--- config.mk ---
export PLATFORM = sky130hd
export DESIGN_NAME = rr_sel_gen
export DESIGN_NICKNAME = d
export VERILOG_FILES = /design/src/rtl/rr_sel_gen.sv
export SDC_FILE = /design/constraint.sdc
export NUM_CORES = 1
export LEC_CHECK = 0
export CAP_MARGIN = 10
export CORE_ASPECT_RATIO = 1.2
export CORE_MARGIN = 10
export CORE_UTILIZATION = 41
export DETAILED_ROUTE_END_ITERATION = 8
export GPL_TIMING_DRIVEN = 0
export MAX_ROUTING_LAYER = met4
export PLACE_DENSITY = 0.7
export RECOVER_POWER = 50
export SLEW_MARGIN = 25
export SYNTH_ARGS = -nofsm -noshare
export SYNTH_HDL_FRONTEND = slang
export SYNTH_SLANG_ARGS = --single-unit
--- constraint.sdc ---
create_clock -name clk -period 7.15 [get_ports clk]
set_clock_uncertainty 0.05 [all_clocks]
set_input_delay 1.0725 -clock clk [delete_from_list [all_inputs] [get_ports clk]]
set_output_delay 1.0725 -clock clk [all_outputs]
set_load 0.01 [all_outputs]
--- src/rtl/rr_sel_gen.sv ---
// Round-robin selector over 16 request lines. It drives a registered 4-bit owner
// index plus an enable into the downstream 4-to-16 decoder.
module rr_sel_gen #(
  parameter int TIMEOUT = 64,
  parameter int CW      = 8
) (
  input  logic        clk,
  input  logic        rst_n,
  input  logic [15:0] req,
  input  logic        done,
  output logic [3:0]  code,
  output logic        en,
  output logic        tmo
);

  typedef enum logic {IDLE, GRANT} state_t;

  localparam logic [CW-1:0] TMO_LAST = (TIMEOUT == 0) ? '0 : CW'(TIMEOUT - 1);

  state_t        state, state_next;
  logic [3:0]    ptr, ptr_next;
  logic [CW-1:0] cnt, cnt_next;
  logic [3:0]    code_next;
  logic          en_next, tmo_next;

  logic [31:0]   req_dbl;
  logic [15:0]   req_rot;
  logic [3:0]    offset;
  logic          rel_done, rel_wd, rel_to;

  // Rotate so that bit 0 is the requester at ptr; the lowest set bit is the next owner.
  always_comb begin
    req_dbl = {req, req} >> ptr;
    req_rot = req_dbl[15:0];
    offset  = '0;
    for (int i = 15; i >= 0; i--) begin
      if (req_rot[i]) offset = 4'(i);
    end
  end

  always_comb begin
    rel_done = done;
    rel_wd   = !req[code];
    rel_to   = (TIMEOUT != 0) && (cnt == TMO_LAST);
  end

  always_comb begin
    state_next = state;
    ptr_next   = ptr;
    cnt_next   = cnt;
    code_next  = code;
    en_next    = en;
    tmo_next   = 1'b0;
    case (state)
      IDLE: begin
        if (req != 16'h0) begin
          code_next  = ptr + offset;
          en_next    = 1'b1;
          cnt_next   = '0;
          state_next = GRANT;
        end
      end
      GRANT: begin
        if (rel_done || rel_wd || rel_to) begin
          en_next    = 1'b0;
          ptr_next   = code + 4'd1;
          state_next = IDLE;
          tmo_next   = !rel_done && !rel_wd;
        end else begin
          cnt_next = cnt + 1'b1;
        end
      end
      default: state_next = IDLE;
    endcase
  end

  always_ff @(posedge clk or negedge rst_n) begin
    if (!rst_n) begin
      state <= IDLE;
      ptr   <= '0;
      cnt   <= '0;
      code  <= '0;
      en    <= 1'b0;
      tmo   <= 1'b0;
    end else begin
      state <= state_next;
      ptr   <= ptr_next;
      cnt   <= cnt_next;
      code  <= code_next;
      en    <= en_next;
      tmo   <= tmo_next;
    end
  end

endmodule

=== Word level (Yosys, flattened, before mapping) ===
Index checks and enable logic that the tools add are counted.

* $add $sub $neg: 3
* Equal/unequal tests: 4
* Mux-type cells: 29
* Reduce and logical (&&, ||, !) cells: 10
* Shifts and indexed selects: 1
* $lt $le $gt $ge: 1
* Bitwise logic cells: 1

{| class="wikitable"
|+ Operators by type and width
! kind !! count
|-
| two-way mux 4 bit || 16
|-
| right shift 32 x 4 -> 16 bit || 1
|-
| two-way mux 8 bit || 2
|-
| one-hot mux 8 bit (2 select lines) || 1
|-
| nonzero test 16 bit || 1
|-
| adder 8 x 1 -> 8 bit, second input constant || 1
|-
| == test 8 x 6 -> 1 bit, second input constant || 1
|-
| AND reduction 2 bit || 4
|-
| two-way mux 1 bit || 7
|-
| less-than comparator 4 x 5 -> 1 bit, second input constant || 1
|-
| adder 4 x 1 -> 4 bit, second input constant || 1
|-
| adder 4 bit || 1
|-
| binary-select mux 1 bit (select 4 bit) || 1
|-
| inequality test 2 bit, second input constant || 2
|-
| one-hot mux 1 bit (2 select lines) || 2
|-
| zero test 1 bit || 2
|-
| logical OR 1 bit || 2
|-
| inequality test 2 x 1 -> 1 bit, second input constant || 1
|-
| logical AND 1 bit || 1
|-
| inverter 1 bit || 1
|}

* Bits of input ports: 19
* Output and inout bits: 6
* Flip-flop bits (word level): 19
* Logic and storage cells: 55

=== Depth between registers and ports, before layout ===
* Depth after elaboration: 18
* Mapped depth: 15
* Mapped depth without buffers: 13

=== Worst setup path after synthesis ===
No wires, ideal clock.

* Path type: input port to flip-flop
* Start: input req[13]
* End: register code[3]
* Arrival time: 3.896 ns
* Library setup time: 0.069 ns
* Cell stages on the path: 11
* Data required time: 7.031 ns
* Slack: 3.136 ns
* Path buffers: 0
* Cell sequence: mux4_1 > mux4_1 > or2_2 > o211a_1 > ha_1 > a21o_1 > a21oi_1 > xnor2_1 > nand2b_1 > a2111o_1 > nand3_1

* Word-level cells in the longest chain between the ends: 18
* Elaborated cells between the ends (all ways): 20
* Those cells by class: add/sub: 1; shift: 1; mux: 16; reduce/logical: 2

{| class="wikitable"
|+ RTL lines
! item !! RTL line !! text
|-
| start: declaration || 9 || <nowiki>input logic [15:0] req,</nowiki>
|-
| right shift 32 x 4 -> 16 bit || 33 || <nowiki>req_dbl = {req, req} >> ptr;</nowiki>
|-
| two-way mux 4 bit (16 in series) || 37 || <nowiki>if (req_rot[i]) offset = 4'(i);</nowiki>
|-
| adder 4 bit || 57 || <nowiki>code_next = ptr + offset;</nowiki>
|-
| end signal: assignment || 89 || <nowiki>code <= code_next;</nowiki>
|-
| end: declaration || 11 || <nowiki>output logic [3:0] code,</nowiki>
|}

Several ways; a longest one is shown, not always the timed one.
A chain may end at the register's enable or synchronous reset.

=== Worst setup path after layout ===
* Start: input req[12]
* End: register code[3]

The elaborated chain is that of the path after synthesis.

==> results.yml <==
logic_synthesis:
  async_reset_ff_share_pct: 100
  synth_compound_area_share_pct: 15.1
  synth_xor_area_share_pct: 3.06
  avgSynthCellArea_um2: 10.1
  syn-cell-area_mm2: 0.00229
  synth_top_family_by_area: "multiplexers"
  yosysTopAreaCell: "dfrtp_1"
  ys_seq_area_share_pct: 20.7
  synth-main-ff-cell: "dfrtp_1"
  synth_cell_types: 50
  ys_warn_count: 0
  syn_nets: 253
  syn_inst: 228
  synth_edf_count: 0
  ys_top_cells_by_area: "dfrtp_1 (21%), mux4_2 (14%), mux4_1 (11%), mux2i_1 (6.6%), mux2_2 (4.9%)"
  yosys.area_share.adder_pct: 3.60
  synthSimpleGateAreaFrac_pct: 17.2
  ys_seq_elements: 19
  yosysTopAreaCellShare_pct: 20.7
  synth.area.mux_share_pct: 36.7
clock_tree:
  cts_tree: "yes"
  numCtsBuffers: 3
  cts-root-buf: "clkbuf_8"
  cts_buffer_depth: 2
  cts.sink_count: 19
  insertion_delay_ns: 0.26
  postCtsSetupBuffers: 0
  h-tree-depth: 1
  cts.repair.resized: 0
  clkTransAtPathRegs_ns: 0.07
  hold_buffers: 0
floorplan:
  io_pins: 25
  die_w_um: 88.3
  core_mm2: 0.00537
  dieArea_mm2: 0.00899
  rows: 29
  start_util_pct: 42.7
  fp.dieH_um: 102
final_layout:
  layout-drive-gt1-share_pct: 12.9
  area_growth_pct: 15.9
  final_nets: 282
  fin_util_pct: 49.5
  instances_no_fill: 318
  final_cell_mix: "clkdlybuf4s50_1 (20), dfrtp_1 (19), nor2_1 (17), a21oi_1 (17), mux2i_1 (15)"
  antennaDiodeCount: 0
  final_common_cell: "clkdlybuf4s50_1"
worst_setup_path:
  cp_top_family: "multiplexers"
  path_max_fanout: 8
  crit_path_start: "req[12]"
  cpMaxStageDelayCell: "mux4_1"
  arrival_ns: 4.84
  crit_buf_inv: 1
  worst_path_most_repeated_cell: "mux4_1"
  slowest_delay_ns: 0.68
  regToRegSetupSlack_ns: 3.04
  setup.worst_path.end_class: "register"
  reg2regPathDepth: 15
  cp_cell_sequence: "clkdlybuf4s50_1 -> mux4_1 -> mux4_1 -> or2_2 -> o211a_1 -> ha_1 -> a21o_1 -> a21oi_1 -> xnor2_1 -> nand2b_1 -> a2111o_1 -> nand3_1"
  cp-endpoint: "code[3]"
  path_depth: 12
  r2r_start: "ptr[1]"
  critical_path.startpoint_type: "input port"
  path_class: "in2reg"
  rr_endpoint: "code[3]"
  cp.required_ns: 7.29
drt:
  drcViolationCount: 0
  vias: 2060
  wl_per_cell_um: 20.5
  ant_nets: 0
  drtPass1Iterations: 4
  via_per_inst: 6.48
  routed_wl_mm: 6.53
  initialDrtViolationCount: 132
sta:
  finalSetupViolations: 0
  fin_crit_sh_pct: 65.7
  rsz0062_at_grt: "no"
  relSlewSlack_pct: 42.6
  worst_pin_slew_ns: 0.859
  finalMaxSlewViolations: 0
  final_hold_viol_count: 0
  fmax_ghz: 0.213
  tns_ns: 0
  whs_ns: 0.448
  finalWorstPathRequiredPeriod_ns: 4.70
  setup_slack_ns: 2.45
pwr:
  leakagePower_nw: 1.05
  power_density_mw_per_mm2: 470
  vdd_drop_max_uv: 287
run:
  drv.max_cap_violation_count: 0
global_route:
  grtUsageTotal_pct: 15.3
  antenna_found_initial: 0
  overflow: 0
  grt_pass1_vias: 2019
  grt_pass1_wl_mm: 10.6
  grt_max_degree: 20
placement:
  dpl_worst_slack_ns: 2.22
  gp_congestion: 0.951
  dpl.cell_count: 314
  dp_hpwl_mm: 4.93
  portBuffers: 24
run_status:
  status: "completed"
hold_path:
  min-delay-path-class: "reg2reg"
cell usage after synthesis (4+ instances only):
cell type	n
mux4_1	10
nor4_1	5
nand2b_1	5
mux2_2	10
nand2_1	13
nand3_1	10
o211ai_1	4
mux4_2	14
o21ai_0	7
ha_1	5
inv_1	4
nor2_1	17
xnor2_1	7
or3_1	4
nor2b_1	6
mux2i_1	15
clkbuf_1	9
dfrtp_1	19
and3_1	4
a21oi_1	17
worst min-delay path by stage:
stage	slack, ns	from	cells after the start	to
floorplan	0.42	cnt[0]	1	cnt[0]
global placement	0.43	en	2	en
global route	0.49	cnt[0]	1	cnt[0]
CTS	0.46	cnt[0]	1	cnt[0]
detailed placement	0.45	en	2	en
finish	0.45	en	2	en
metal layers:
| layer | GRT usage [%] | vias up | share of wire, % |
|---|---|---|---|
| li1 | - | 967 | - |
| met5 | - | - | 0 |
| met2 | 25.5 | 76 | 51 |
| met4 | 5.23 | 0 | 2.7 |
| met1 | 19.0 | 1000 | 42 |
| met3 | 1.11 | 17 | 3.8 |
layout make-up:
class	instances	area [µm²]
multi-input combinational	190	1730
clock inverter	1	5.00
buffer	13	60.1
inverter	6	22.5
timing repair buffer	24	240
tap	62	77.6
clock buffer	3	41.3
sequential	19	475
fill	507	2710
sequential cells by signal, summed over array words and instances (netlist names):
signal	cells
tmo	1
state	1
ptr	4
en	1
cnt	8
code	4
where the power goes:
group | total, W | leakage [nW] | internal [W] | switching [W]
clock network | 0.0000746 | 0.0255 | 0.0000388 | 0.0000358
registers | 0.000185 | 0.242 | 0.000143 | 0.0000421
logic | 0.000989 | 0.782 | 0.000460 | 0.000529
tightest hold or removal path: stages (launching register included):
cell and delay, ns:
dfrtp_1 0.34, nor2_1 0.05, nor2_1 0.07
metrics by stage:
step                      power, W  cell area (µm²)
final                      0.00125             2660
after global routing       0.00136             2660
after CTS                  0.00125             2660
after detailed placement   0.00116             2610
after global placement     0.00114             2610
after floorplan           0.000918             2290
cells by family after synthesis:
family / Yosys count
xor gates and xnor gates: 8
adders and majority gates: 6
buffers and inverters: 19
and+or+nand+nor: 76
DFF: 19
AOI/OAI and AO/OA: 51
muxes: 49
Note: power is estimated with default switching activity, not from simulation.
